==> src/rtl/cl_mult_sched.sv <==
// Round-robin scheduler sharing one fixed-latency multiplier between two requesters.
// A tag pipeline tracks each issued operation so its product is returned to its issuer.
module cl_mult_sched #(
  parameter int unsigned DATA_WIDTH   = 32,
  parameter int unsigned MULT_LATENCY = 2
) (
  input  logic                      clk,
  input  logic                      rst,
  input  logic                      req0_valid,
  output logic                      req0_ready,
  input  logic [DATA_WIDTH-1:0]     req0_a,
  input  logic [DATA_WIDTH-1:0]     req0_b,
  input  logic                      req0_carry,
  input  logic                      req1_valid,
  output logic                      req1_ready,
  input  logic [DATA_WIDTH-1:0]     req1_a,
  input  logic [DATA_WIDTH-1:0]     req1_b,
  input  logic                      req1_carry,
  output logic                      resp0_valid,
  output logic [2*DATA_WIDTH-1:0]   resp0_data,
  output logic                      resp1_valid,
  output logic [2*DATA_WIDTH-1:0]   resp1_data,
  output logic                      mult_enable,
  output logic [DATA_WIDTH-1:0]     mult_a,
  output logic [DATA_WIDTH-1:0]     mult_b,
  output logic                      mult_carry_option,
  input  logic [2*DATA_WIDTH-1:0]   mult_result,
  output logic [3:0]                in_flight,
  output logic                      idle
);

  logic                    prio;
  logic [MULT_LATENCY-1:0] tag_valid;
  logic [MULT_LATENCY-1:0] tag_port;
  logic                    can_grant;
  logic                    grant0;
  logic                    grant1;
  logic                    grant_any;
  logic                    resp_fire;
  logic                    resp_port;

  // The multiplier clears its registers while enable is low, so hold off grants until it is up.
  assign can_grant = mult_enable & ~rst;
  assign grant0    = can_grant & req0_valid & (~req1_valid | ~prio);
  assign grant1    = can_grant & req1_valid & (~req0_valid | prio);
  assign grant_any = grant0 | grant1;

  assign req0_ready = grant0;
  assign req1_ready = grant1;

  assign resp_fire = tag_valid[MULT_LATENCY-1];
  assign resp_port = tag_port[MULT_LATENCY-1];

  always_comb begin
    mult_a            = '0;
    mult_b            = '0;
    mult_carry_option = 1'b0;
    if (grant0) begin
      mult_a            = req0_a;
      mult_b            = req0_b;
      mult_carry_option = req0_carry;
    end else if (grant1) begin
      mult_a            = req1_a;
      mult_b            = req1_b;
      mult_carry_option = req1_carry;
    end
  end

  always_comb begin
    resp0_valid = 1'b0;
    resp1_valid = 1'b0;
    resp0_data  = '0;
    resp1_data  = '0;
    if (resp_fire) begin
      if (resp_port) begin
        resp1_valid = 1'b1;
        resp1_data  = mult_result;
      end else begin
        resp0_valid = 1'b1;
        resp0_data  = mult_result;
      end
    end
  end

  assign idle = (in_flight == 4'd0) & ~req0_valid & ~req1_valid;

  always_ff @(posedge clk) begin
    if (rst) begin
      prio        <= 1'b0;
      tag_valid   <= '0;
      tag_port    <= '0;
      in_flight   <= 4'd0;
      mult_enable <= 1'b0;
    end else begin
      mult_enable <= 1'b1;
      if (grant_any) begin
        prio <= grant0;
      end
      tag_valid[0] <= grant_any;
      tag_port[0]  <= grant1;
      for (int unsigned i = 1; i < MULT_LATENCY; i++) begin
        tag_valid[i] <= tag_valid[i-1];
        tag_port[i]  <= tag_port[i-1];
      end
      case ({grant_any, resp_fire})
        2'b10:   in_flight <= in_flight + 4'd1;
        2'b01:   in_flight <= in_flight - 4'd1;
        default: in_flight <= in_flight;
      endcase
    end
  end

endmodule
==> config.mk <==
export PLATFORM = sky130hd
export DESIGN_NAME = cl_mult_sched
export DESIGN_NICKNAME = d
export VERILOG_FILES = /design/src/rtl/cl_mult_sched.sv
export SDC_FILE = /design/constraint.sdc
export NUM_CORES = 1
export LEC_CHECK = 0
export ABC_AREA = 0
export CORE_AREA = 2 2 157 159
export DETAILED_ROUTE_END_ITERATION = 6
export DIE_AREA = 0 0 159 161
export SLEW_MARGIN = 15
export SYNTH_ARGS = -nofsm -noshare
export SYNTH_HDL_FRONTEND = slang
export SYNTH_SLANG_ARGS = --single-unit
==> constraint.sdc <==
create_clock -name clk -period 2.91 [get_ports clk]
set_input_delay 0.582 -clock clk [delete_from_list [all_inputs] [get_ports clk]]
set_output_delay 0.582 -clock clk [all_outputs]
set_load 0.01 [all_outputs]
==> Yosys cells after proc, flatten, opt, wreduce, memory -nomap -nowiden <==
Cells that the tools add are included.
{ "classes": {"addsub": 2, "n_eq_ne": 2, "n_mux": 16, "bitwise_logic": 14, "n_reduce_logical": 2} }
{ "ops": {"columns": ["cell", "n"], "rows": [
  ["2-to-1 mux 64 bit", 4],
  ["2-to-1 mux 32 bit", 4],
  ["case mux 4 bit (2 select lines)", 1],
  ["bitwise AND 1 bit", 7],
  ["2-to-1 mux 1 bit", 7],
  ["adder 4 x 1 -> 4 bit, second input constant", 1],
  ["zero test 4 bit", 1],
  ["NOT 1 bit", 4],
  ["subtractor 4 x 1 -> 4 bit, second input constant", 1],
  ["bitwise OR 1 bit", 3],
  ["== test 2 x 1 -> 1 bit, second input constant", 1],
  ["== test 2 bit, second input constant", 1],
  ["nonzero test 2 bit", 1]
]} }
{ "word_totals": {"ff_bits": 10, "input_bits": 198, "out_inout_bits": 203, "word_cells": 41} }

==> Depth between registers and ports, before layout <==
{ "depth": {"depth_word": 7, "mapped_depth": 11, "mapped_depth_nobuf": 10} }

==> Least setup slack after synthesis <==
No wires, ideal clock.
{ "synth_path": {"kind": "input to register", "startpoint": "input port rst", "endpoint": "register in_flight[3]", "setup_ps": 123, "arrival_time_ps": 2146, "t_required_ps": 2787, "slack_ps": 641, "path_stages": 10, "path_buffers": 2, "path_cell_list": "buf_6 -> nor2b_4 -> o21a_1 -> inv_1 -> ha_1 -> buf_2 -> nor4b_1 -> o21ai_1 -> o31ai_1 -> mux2_1"} }
{ "synth_between": {"elab_chain_cells": 7, "word_cells_on_any_way": 11} }
{ "synth_rtl": {"columns": ["element", "line_no", "text"], "rows": [
  ["from (decl)", "8", "input logic rst,"],
  ["NOT 1 bit", "43", "assign can_grant = mult_enable & ~rst;"],
  ["bitwise AND 1 bit", "43", null],
  ["bitwise AND 1 bit, on equally long branches (2 in a row)", "44, 45", null],
  ["bitwise OR 1 bit", "46", "assign grant_any = grant0 | grant1;"],
  ["== test 2 x 1 -> 1 bit or == test 2 bit (tied branches)", "105", "case ({grant_any, resp_fire})"],
  ["case mux 4 bit (2 select lines) or nonzero test 2 bit (tied branches)", null, null],
  ["to (signal assigned)", "106", "2'b10: in_flight <= in_flight + 4'd1;"],
  ["to (signal assigned)", "107", "2'b01: in_flight <= in_flight - 4'd1;"],
  ["to (signal assigned)", "108", "default: in_flight <= in_flight;"],
  ["to (decl)", "28", "output logic [3:0] in_flight,"]
]} }
Parallel ways exist; a longest one is shown, timed or not.
A chain may end at the register's enable or synchronous reset.

==> Worst setup path after layout <==
{ "layout_path": {"startpoint": "input port rst", "endpoint": "output port mult_a[13]"} }
{ "layout_between": {"elab_chain_cells": 6, "word_cells_on_any_way": 8} }
{ "layout_rtl": {"columns": ["element", "line_no", "text"], "rows": [
  ["NOT 1 bit (*)", "43", null],
  ["bitwise AND 1 bit (*)", "43", null],
  ["bitwise AND 1 bit (2 in a row)", "45", "assign grant1 = can_grant & req1_valid & (~req0_valid | prio);"],
  ["2-to-1 mux 32 bit", "62", "end else if (grant1) begin"],
  ["2-to-1 mux 32 bit (*)", "58", "if (grant0) begin"],
  ["to (decl)", "24", "output logic [DATA_WIDTH-1:0] mult_a,"]
]} }
Every way passes the cells marked *; elsewhere a longest branch is shown, timed or not.

==> reports/summary.txt <==
number of enable flip-flop cells after synthesis -> 0
Seq pwr share -> 14.5%
number of global-route vias before repair -> 3981
first-pass GRT wire length -> 28100 um
Placed Area -> 0.00661 mm2
largest net degree at the start of global routing -> 66
slew margin rel. -> 64.2%
CTS Root Buffer Type -> clkbuf_16
Slew Viols, Final -> 0
initial core utilization -> 8.55%
switching share of power -> 27.5%
Synth area leaders -> a22o_1 (28%), and2_1 (20%), and3_1 (20%)
DR iter-0 viols -> 136
Final #Nets -> 887
vias per cell -> 3.84
H-tree depth -> 1
R2R depth -> 8
ys flop type -> dfxtp_1
Total Routing Usage GR -> 14.8%
failing checks -> setup timing
Pwr Density -> 156 mW/mm2
Final min period -> 2.93 ns
HP Class -> reg -> reg
core area -> 0.0240 mm2
Row Count -> 57
CTS tree -> done
WL/cell -> 20.2 um
worst-margin pin slew -> 0.537 ns
TritonCTS buffer count -> 3
DRT Pass-1 Iters -> 4
Logic pwr share -> 60.3%
CP required -> 2.33 ns
endpoint class of the critical path -> primary output
Final Non-Filler Cells -> 1011
Clock power frac -> 25.2%
fin crit share -> 101%
Fmax achieved -> 341 MHz
Mean Syn Cell Area -> 7.32 um2
P_int -> 780 uW
Layout Skew -> 0.00253 ns
Power Total -> 1080 uW
DRC viols -> 0
via count -> 3878
Worst-Skew Late Latency -> 0.23 ns
number of library cell types mapped by synthesis -> 32
full die area -> 0.0256 mm2
Die Span Y -> 161 um
Post-CTS Hold Buffers -> 0
cell leakage power -> 0.00342 uW
RSZ-0062 raised after global routing -> true
GP Congestion -> 0.833
sequential fraction of the synthesis area -> 9.77%
Area Growth Syn to Fin -> 236%
Post-Syn Nets -> 481
worst endpoint data arrival time -> 2.35 ns
Setup Crit Path Kind -> in -> out
initial antenna violation count -> 5
Fin. Hold Viols -> 0
ys async rst share -> 0%
number of I/O pins -> 401
# fillers -> 2590
Final Cell Area -> 0.00688 mm2
YS warnings -> 0
Synth top area share -> 27.8%
endpoints failing setup -> 4
GR Overflow Total -> 0
final worst setup slack -> -0.0243 ns
maximum fanout along the worst path -> 13
CTS Buffer Depth -> 2
max_cap viols -> 0
hold depth -> 1
hpwl dp -> 17100 um
Post-Syn Instances -> 280
I/O Buffers -> 400
number of synthesized register bits -> 10
Die X -> 159 um
layout cells sized above 1 -> 7.30%
cell area after synthesis -> 0.00205 mm2
final wirelength -> 20500 um
VDD IR max -> 0.160 mV
status -> finished, violations left
critical path launch point type -> input pin
ANT nets after route -> 0
synth cell count leaders -> a22o_1 (65), and2_1 (65), and3_1 (64)
clk slew on worst S/H paths -> 0.04 ns
Placed Instances -> 999
area leader, netlist -> a22o_1
CTS sink cnt -> 10
P_sw -> 296 uW
per-layer routing:
layer | GRT usage [%] | up-vias | wire (um)
li1 | - | 1836 | -
met1 | 17.2 | 1776 | 8090
met2 | 28.7 | 256 | 10600
met3 | 3.52 | 8 | 1680
met4 | 0.826 | 2 | 48
met5 | 0 | - | 13
worst paths after layout:
check | from | slack, ns | endpoint
max reg2reg | mult_enable | 0.94 | in_flight[3]
min reg2reg | tag_valid[0] | 0.43 | tag_valid[1]
min | tag_valid[0] | 0.43 | tag_valid[1]
max | rst | -0.02 | mult_a[13]
cell families (layout without fill, tap and decap cells):
group | after synthesis | in the layout | synth area share [%]
compound gates | 74 | 74 | 30.6
xor+xnor | 3 | 3 | 1.28
fa+ha+maj | 3 | 3 | 1.83
buf+inv | 41 | 446 | 10.6
flops | 10 | 10 | 9.77
mux | 2 | 2 | 1.04
other cells | 0 | 2 | 0
simple gates | 147 | 147 | 44.9
placed cells by master (no fill, tap or decap):
cell,n
a21oi_4,1
a21oi_1,2
diode_2,2
o21a_1,1
o21ai_1,1
nor3_1,1
dfxtp_2,2
dlygate4sd2_1,23
ha_1,3
dfxtp_1,8
nand2_1,2
or3_1,1
nand3_1,1
bufbuf_16,3
clkbuf_8,1
nor2b_1,4
nor2_1,3
nand2b_1,1
and2_1,65
inv_4,1
mux2i_1,1
and3_1,64
nor2b_4,2
buf_4,28
nor4b_1,1
a22o_1,65
or4_1,1
o21ai_0,2
a31o_2,1
clkbuf_16,3
nor4bb_1,1
clkdlybuf4s50_1,342
o31ai_1,1
xor2_1,3
clkdlybuf4s15_1,2
buf_12,8
dlymetal6s2s_1,32
mux2_1,1
inv_1,3
critical path: stages:
cell and delay (ns):
dlygate4sd2_1 0.27, nor2b_4 0.14, nand2_1 0.10, a21oi_4 0.22, bufbuf_16 0.33, a22o_1 0.17
clkdlybuf4s50_1 0.54
power groups by stage:
stage,Combinational [uW],Sequential (uW),Clock [uW]
6_report,649,156,271
5_1_grt,688,158,283
4_1_cts,662,157,273
3_5_place_dp,649,159,0
3_3_place_gp,652,159,0
2_1_floorplan,158,156,0
timing repair:
| action | CTS | global route |
|---|---|---|
| setup endpoints to repair | 64 | 40 |
| setup buffers | 1 | 2 |
| gates resized for setup | 27 | 33 |
| gates cloned | 3 | 0 |
| endpoints found under the hold margin | 0 | 0 |
| pin swaps | 1 | 0 |
area by class of cell:
cell class              count  area (um2)  area share, %
repair buffers            438        4510           65.6
multi-input cells         229        1650           23.9
well taps                 324         405           5.89
flip-flops and latches     10         203           2.95
clock buffers               4        88.8           1.29
inverters                   4        17.5          0.255
diodes                      2        5.00         0.0728
sequential cells by signal, indices dropped and copies added, names as in the netlist:
| name | flops |
|---|---|
| tag_port | 2 |
| in_flight | 4 |
| mult_enable | 1 |
| tag_valid | 2 |
| prio | 1 |
per-stage QoR:
stage / setup slack (ns) / hold slack [ns] / utilization, % / setup TNS, ns
finish: -0.0243 / 0.430 / 28.7 / -0.0442
global route: -0.0691 / 0.458 / 28.7 / -0.242
CTS: -0.0309 / 0.434 / 28.3 / -0.0669
detailed placement: -0.283 / 0.425 / 27.6 / -11.16
global placement: -0.282 / 0.418 / 27.6 / -10.11
floorplan: 0.641 / 0.414 / - / 0
Note: power is estimated with default switching activity, not from simulation.
